### src/rtl/fetch_decode_ctrl_if.sv
// fetch_decode_ctrl_if: instruction-memory fetch handshake bundle.
//   req   - fetch request from the sequencer, held until ack
//   addr  - 5-bit fetch address (the PC)
//   ack   - memory presents valid data on rdata this cycle
//   rdata - 8-bit instruction byte
// master: the fetch sequencer; slave: the instruction memory.
interface fetch_decode_ctrl_if;
    logic       req;
    logic [4:0] addr;
    logic       ack;
    logic [7:0] rdata;
    modport master (output req, addr, input ack, rdata);
    modport slave  (input req, addr, output ack, rdata);
endinterface

### src/rtl/fetch_decode_ctrl.sv
// fetch_decode_ctrl: multicycle fetch/decode sequencer for the 8-bit CPU.
// Fetches one instruction per pass over a req/ack handshake, decodes it into
// register selects and control lines, emits stage-event toggles and owns the PC.
// Ports:
//   clk, rst_n         - clock, asynchronous active-low reset
//   i_run              - keep fetching/executing while high
//   bus (master)       - instruction memory handshake (req/addr/ack/rdata)
//   o_instruction      - latched instruction byte
//   o_rt_or_rd, o_rs   - register selects (instruction[4], instruction[3])
//   o_imm              - instruction[2:0]
//   o_reg_write, o_mem_read, o_mem_write, o_alu_src, o_mem_to_reg, o_alu_op
//                      - decoded controls
//   o_id/ex/mem/wb_stage - stage-event toggles
//   o_pc               - current PC
//   o_illegal_op       - sticky illegal-opcode flag
//   o_busy             - high in every state except IDLE and HALTED
// Build option: define FDC_HALT_ON_ILLEGAL_EN to halt on an illegal opcode
// instead of treating it as a NOP.
module fetch_decode_ctrl #(
    parameter logic [4:0] RESET_PC = 5'd0
) (
    input  logic                clk,
    input  logic                rst_n,
    input  logic                i_run,
    fetch_decode_ctrl_if.master bus,
    output logic [7:0]          o_instruction,
    output logic                o_rt_or_rd,
    output logic                o_rs,
    output logic [2:0]          o_imm,
    output logic                o_reg_write,
    output logic                o_mem_read,
    output logic                o_mem_write,
    output logic                o_alu_src,
    output logic                o_mem_to_reg,
    output logic [1:0]          o_alu_op,
    output logic                o_id_stage,
    output logic                o_ex_stage,
    output logic                o_mem_stage,
    output logic                o_wb_stage,
    output logic [4:0]          o_pc,
    output logic                o_illegal_op,
    output logic                o_busy
);
    typedef enum logic [2:0] {
`ifdef FDC_HALT_ON_ILLEGAL_EN
        S_IDLE, S_FETCH, S_DECODE, S_EXECUTE, S_MEMORY, S_WRITEBACK, S_HALTED
`else
        S_IDLE, S_FETCH, S_DECODE, S_EXECUTE, S_MEMORY, S_WRITEBACK
`endif
    } state_t;

    state_t     r_state;
    logic [4:0] r_pc;
    logic [7:0] r_instr;
    logic       r_reg_write, r_mem_read, r_mem_write, r_alu_src, r_mem_to_reg;
    logic [1:0] r_alu_op;
    logic       r_id, r_ex, r_mem, r_wb, r_ill, r_req, r_busy;
    logic [2:0] w_new_op, w_op;
    logic       w_is_mem, w_is_alu, w_is_jump;
    state_t     w_end_state;

    // w_new_op decodes the byte arriving on the bus; w_op the latched instruction
    assign w_new_op    = bus.rdata[7:5];
    assign w_op        = r_instr[7:5];
    assign w_is_mem    = w_op == 3'd0 || w_op == 3'd1;
    assign w_is_alu    = w_op == 3'd3 || w_op == 3'd4 || w_op == 3'd5;
    assign w_is_jump   = w_op == 3'd2;
    assign w_end_state = i_run ? S_FETCH : S_IDLE;

    always_ff @(posedge clk or negedge rst_n) begin
        if (!rst_n) begin
            r_state      <= S_IDLE;
            r_pc         <= RESET_PC;
            r_instr      <= '0;
            r_reg_write  <= 1'b0;
            r_mem_read   <= 1'b0;
            r_mem_write  <= 1'b0;
            r_alu_src    <= 1'b0;
            r_mem_to_reg <= 1'b0;
            r_alu_op     <= 2'b00;
            r_id         <= 1'b0;
            r_ex         <= 1'b0;
            r_mem        <= 1'b0;
            r_wb         <= 1'b0;
            r_ill        <= 1'b0;
            r_req        <= 1'b0;
            r_busy       <= 1'b0;
        end else begin
            case (r_state)
                S_IDLE: if (i_run) begin
                    r_state <= S_FETCH;
                    r_req   <= 1'b1;
                    r_busy  <= 1'b1;
                end
                S_FETCH: if (bus.ack) begin
                    // controls are registered here so they are valid throughout DECODE
                    r_state      <= S_DECODE;
                    r_req        <= 1'b0;
                    r_instr      <= bus.rdata;
                    r_reg_write  <= w_new_op == 3'd0 || w_new_op == 3'd3 || w_new_op == 3'd4 || w_new_op == 3'd5;
                    r_mem_read   <= w_new_op == 3'd0;
                    r_mem_write  <= w_new_op == 3'd1;
                    r_alu_src    <= w_new_op == 3'd0 || w_new_op == 3'd1 || w_new_op == 3'd4;
                    r_mem_to_reg <= w_new_op == 3'd0;
                    r_alu_op     <= w_new_op == 3'd5 ? 2'b01 : 2'b00;
                    r_ill        <= r_ill | (&w_new_op[2:1]);
                    r_id         <= ~r_id;
                end
                S_DECODE: begin
                    r_state <= S_EXECUTE;
                    r_ex    <= ~r_ex;
                end
                S_EXECUTE: begin
                    r_pc <= w_is_jump ? r_instr[4:0] : r_pc + 5'd1;
                    if (w_is_mem) begin
                        r_state <= S_MEMORY;
                        r_mem   <= ~r_mem;
                    end else if (w_is_alu) begin
                        r_state <= S_WRITEBACK;
                        r_wb    <= ~r_wb;
`ifdef FDC_HALT_ON_ILLEGAL_EN
                    end else if (&w_op[2:1]) begin
                        r_state <= S_HALTED;
                        r_busy  <= 1'b0;
`else
`endif
                    end else begin
                        r_state <= w_end_state;
                        r_req   <= i_run;
                        r_busy  <= i_run;
                    end
                end
                S_MEMORY: if (w_op == 3'd0) begin
                    r_state <= S_WRITEBACK;
                    r_wb    <= ~r_wb;
                end else begin
                    r_state <= w_end_state;
                    r_req   <= i_run;
                    r_busy  <= i_run;
                end
                S_WRITEBACK: begin
                    r_state <= w_end_state;
                    r_req   <= i_run;
                    r_busy  <= i_run;
                end
                default: r_state <= r_state;
            endcase
        end
    end

    assign bus.req       = r_req;
    assign bus.addr      = r_pc;
    assign o_instruction = r_instr;
    assign o_rt_or_rd    = r_instr[4];
    assign o_rs          = r_instr[3];
    assign o_imm         = r_instr[2:0];
    assign o_reg_write   = r_reg_write;
    assign o_mem_read    = r_mem_read;
    assign o_mem_write   = r_mem_write;
    assign o_alu_src     = r_alu_src;
    assign o_mem_to_reg  = r_mem_to_reg;
    assign o_alu_op      = r_alu_op;
    assign o_id_stage    = r_id;
    assign o_ex_stage    = r_ex;
    assign o_mem_stage   = r_mem;
    assign o_wb_stage    = r_wb;
    assign o_pc          = r_pc;
    assign o_illegal_op  = r_ill;
    assign o_busy        = r_busy;
endmodule

### src/flat_wrapper.sv
// flat-port wrapper written by rule: the top's interface ports become plain ports
module fetch_decode_ctrl_flat 
#(
    parameter logic [4:0] RESET_PC = 5'd0
)
  (clk, rst_n, i_run, o_instruction, o_rt_or_rd, o_rs, o_imm, o_reg_write, o_mem_read, o_mem_write, o_alu_src, o_mem_to_reg, o_alu_op, o_id_stage, o_ex_stage, o_mem_stage, o_wb_stage, o_pc, o_illegal_op, o_busy, bus_req, bus_addr, bus_ack, bus_rdata);
  fetch_decode_ctrl_if bus_i ();
  input  logic clk;
  input  logic rst_n;
  input  logic i_run;
  output logic [7:0] o_instruction;
  output logic o_rt_or_rd;
  output logic o_rs;
  output logic [2:0] o_imm;
  output logic o_reg_write;
  output logic o_mem_read;
  output logic o_mem_write;
  output logic o_alu_src;
  output logic o_mem_to_reg;
  output logic [1:0] o_alu_op;
  output logic o_id_stage;
  output logic o_ex_stage;
  output logic o_mem_stage;
  output logic o_wb_stage;
  output logic [4:0] o_pc;
  output logic o_illegal_op;
  output logic o_busy;
  output wire logic [$bits(bus_i.req)-1:0] bus_req;
  output wire logic [$bits(bus_i.addr)-1:0] bus_addr;
  input wire logic [$bits(bus_i.ack)-1:0] bus_ack;
  input wire logic [$bits(bus_i.rdata)-1:0] bus_rdata;
  assign bus_req = bus_i.req;
  assign bus_addr = bus_i.addr;
  assign bus_i.ack = bus_ack;
  assign bus_i.rdata = bus_rdata;
  fetch_decode_ctrl #(.RESET_PC(RESET_PC)) u_core (.clk(clk), .rst_n(rst_n), .i_run(i_run), .bus(bus_i), .o_instruction(o_instruction), .o_rt_or_rd(o_rt_or_rd), .o_rs(o_rs), .o_imm(o_imm), .o_reg_write(o_reg_write), .o_mem_read(o_mem_read), .o_mem_write(o_mem_write), .o_alu_src(o_alu_src), .o_mem_to_reg(o_mem_to_reg), .o_alu_op(o_alu_op), .o_id_stage(o_id_stage), .o_ex_stage(o_ex_stage), .o_mem_stage(o_mem_stage), .o_wb_stage(o_wb_stage), .o_pc(o_pc), .o_illegal_op(o_illegal_op), .o_busy(o_busy));
endmodule
### config.mk
export PLATFORM = sky130hd
export DESIGN_NAME = fetch_decode_ctrl_flat
export DESIGN_NICKNAME = d
export VERILOG_FILES = /design/src/rtl/fetch_decode_ctrl_if.sv /design/src/rtl/fetch_decode_ctrl.sv /design/src/flat_wrapper.sv
export SDC_FILE = /design/constraint.sdc
export NUM_CORES = 1
export LEC_CHECK = 0
export CORE_UTILIZATION = 45
export DETAILED_ROUTE_END_ITERATION = 16
export PLACE_DENSITY = 0.74
export SLEW_MARGIN = 5
export SYNTH_ARGS = -nofsm -noshare
export SYNTH_HDL_FRONTEND = slang
export SYNTH_SLANG_ARGS = --single-unit
export TNS_END_PERCENT = 20
### constraint.sdc
create_clock -name clk -period 3.8 [get_ports clk]
set_clock_uncertainty 0.1 [all_clocks]
set_input_delay 0.76 -clock clk [delete_from_list [all_inputs] [get_ports clk]]
set_output_delay 0.76 -clock clk [all_outputs]
set_load 0.02 [all_outputs]
==> run metrics <==
asr flop ratio synth 100%; unrepaired setup endpoints after global routing false; Crit path buffers/inverters 1; sequential cell area fraction in the yosys report 43.6%; Die Ht 61.8 um; Final setup viols 0; # clock sinks 28; GRT overflow 0; largest net degree at the start of global routing 29; Worst-Margin Slew 1.22 ns; Worst EP required 2.94 ns; cts repair resizes 0; Avg WL per Cell 14.2 um; top-area cell type share of the netlist area 43.6%; Mapped Nets 166; die area 3820 um^2; cts-stage hold buffer count 0; cell with the most instances after synthesis dfrtp_1; Hold Path Class register to register; Port Buffers 47; Starting Density 47.4%; Max Fclk 0.403 GHz; postcts setup bufs 0; hold endpoint u_core.o_ex_stage$_DFFE_PN0P_; RR Startpoint u_core.o_instruction[6]$_DFFE_PN0P_; Syn Std Cell Area 1610 um^2; Worst EP arrival 1.62 ns; CP Capture Type output pin; EDFF count, synth 0; ranking of synthesized cells by area dfrtp_1 (44%), buf_4 (6.5%), mux2_4 (6.5%); r2r setup slk 1.60 ns; reg2reg end u_core.bus.addr[2]$_DFFE_PN0N_; period utilization 65.3%; fin crit period 2.48 ns; post-DR vias/cell 5.44; global-route wire length before repair 5.30 mm; MaxCap Viol Count 0; Avg Inst Size Synth 10.5 um^2; VDD IR max 0.000453 V; via count 1236; clock-pin slew on the worst setup and hold paths 0.14 ns; setup TNS 0 ns; initial antenna violation count 0; Commonest cells post-synth dfrtp_1 (28), buf_4 (14), o21ai_0 (10), nand2_1 (9); Worst-Skew Late Latency 0.34 ns; run status finished, final reports clean; Most used DFF post-synth dfrtp_1; crit-path cells clkdlybuf4s50_1; Util after Layout 59.1%; R2R depth 4; total CTS buffers 3; DR iter-0 viols 49; hold path startpoint u_core.o_ex_stage$_DFFE_PN0P_; die width 61.8 um; final wirelength 3.22 mm; number of routed nets with antenna violations 0; # diodes 0; Cells after Synth 153; post-synthesis cell type count 44; drt first pass iters 4; remaining routing DRC violations 0; CP max-delay cell clkdlybuf4s50_1; FF+latch count, synth 28; HPWL after detailed placement 2.32 mm; routability cong. 0.890; CP peak stage delay 0.68 ns; core area 3390 um^2; Final Max Tran Viols 0; clock root cell clkbuf_4; number of global-route vias before repair 1123; critical-path maximum fanout 10; num ports 49; YS warnings 0; GRT Total Usage 18.7%; Critical Path Source Type register; Fill cells 298; Top delay family on crit path buffers and inverters; Layout Nets 195; Hold Path Stages 1; layout cell share with drive strength beyond 1 11.6%; Area Growth Syn to Fin 24.5%; Final Hold Viols 0; CTS tree done; Synth area leader dfrtp_1; crit path kind register to output pin; row count 21; CTS H-tree depth 1; Slew HR 18.3%; P_leak 0.827 nW; clock buffer depth 2; pwr dens 929 nW/um^2
==> power breakdown <==
part	internal [mW]	total [mW]	switching, mW	leakage, nW
Sequential	0.440	0.650	0.210	0.342
Combinational	0.547	1.06	0.515	0.463
Clock	0.0588	0.147	0.0884	0.0210
Total	1.05	1.86	0.814	0.827
==> metrics by stage <==
stage                     area (um^2)  total power [mW]  instances  hold WS, ns  worst slack [ns]
final                            2000              1.86        227        0.382              1.32
after global placement           1970              1.69        223        0.353              1.44
after floorplan                  1610              1.37        153        0.364              1.98
after detailed placement         1970              1.72        223        0.364              1.41
after CTS                        2000              1.87        227        0.386              1.30
after global routing             2000              2.00        227        0.401              1.24
==> flip-flops by register name, indices dropped and copies added (netlist names) <==
name / count
u_core.bus.addr: 5
u_core.bus.req: 1
u_core.o_alu_op: 1
u_core.o_alu_src: 1
u_core.o_busy: 1
u_core.o_ex_stage: 1
u_core.o_id_stage: 1
u_core.o_illegal_op: 1
u_core.o_instruction: 8
u_core.o_mem_read: 1
u_core.o_mem_stage: 1
u_core.o_mem_write: 1
u_core.o_reg_write: 1
u_core.o_wb_stage: 1
u_core.r_state: 3
==> cell usage in the layout, fill, tap and decap left out, types with 2 or more instances in the layout <==
master and count:
nor2b_1 3, o31a_1 2, o311ai_0 2, clkbuf_4 3
xor2_1 2, nor3_1 8, nand3_1 3, o211ai_1 3
o21ai_0 10, xnor2_1 3, nand2b_1 2, dfrtp_1 28
o31ai_1 3, a21oi_1 7, mux2_4 7, nor3b_1 3
inv_1 5, nor2_1 8, nand2_1 9, clkdlybuf4s50_1 47
==> area by class of cell <==
| cell class | count | area (um^2) | share of cell area (%) |
|---|---|---|---|
| repair buffers | 48 | 478 | 23.9 |
| well taps | 46 | 57.6 | 2.88 |
| clock buffers | 4 | 36.3 | 1.81 |
| inverters | 5 | 18.8 | 0.938 |
| multi-input cells | 96 | 711 | 35.5 |
| flip-flops and latches | 28 | 701 | 35.0 |
==> metal layers <==
layer | global-route usage, % | vias to the layer above | wire length, um
met5 | 0 | - | 0
met4 | 5.40 | 0 | 31
met3 | 4.14 | 4 | 153
met2 | 31.5 | 48 | 1650
met1 | 24.4 | 604 | 1380
li1 | - | 580 | -
==> how the worst max path moves through the flow <==
| stage | startpoint | end | depth (start not counted) | slack (ns) |
|---|---|---|---|---|
| 3_3_place_gp | bus_ack | u_core.o_instruction[1]$_DFFE_PN0P_ | 3 | 1.44 |
| 2_1_floorplan | i_run | u_core.o_busy$_DFFE_PN0P_ | 4 | 1.98 |
| 5_1_grt | u_core.o_instruction[7]$_DFFE_PN0P_ | o_instruction[7] | 1 | 1.24 |
| 3_5_place_dp | bus_ack | u_core.o_instruction[2]$_DFFE_PN0P_ | 3 | 1.41 |
| 6_report | u_core.o_instruction[7]$_DFFE_PN0P_ | o_instruction[7] | 1 | 1.32 |
| 4_1_cts | u_core.o_instruction[7]$_DFFE_PN0P_ | o_instruction[7] | 1 | 1.30 |
==> kinds of logic (layout without fill, tap and decap cells) <==
logic type	count (synthesis)	in the layout	share of synthesized area [%]
buffers and inverters	29	57	12.2
XOR/XNOR	5	5	2.72
other	1	1	0.233
AO/OA/AOI/OAI	35	35	15.3
AND/OR/NAND/NOR	45	45	17.3
multiplexers	9	9	7.86
adder cells (fa/ha/maj)	1	1	0.778
flip-flops	28	28	43.6
No activity file was read; power rests on OpenSTA's default activity.
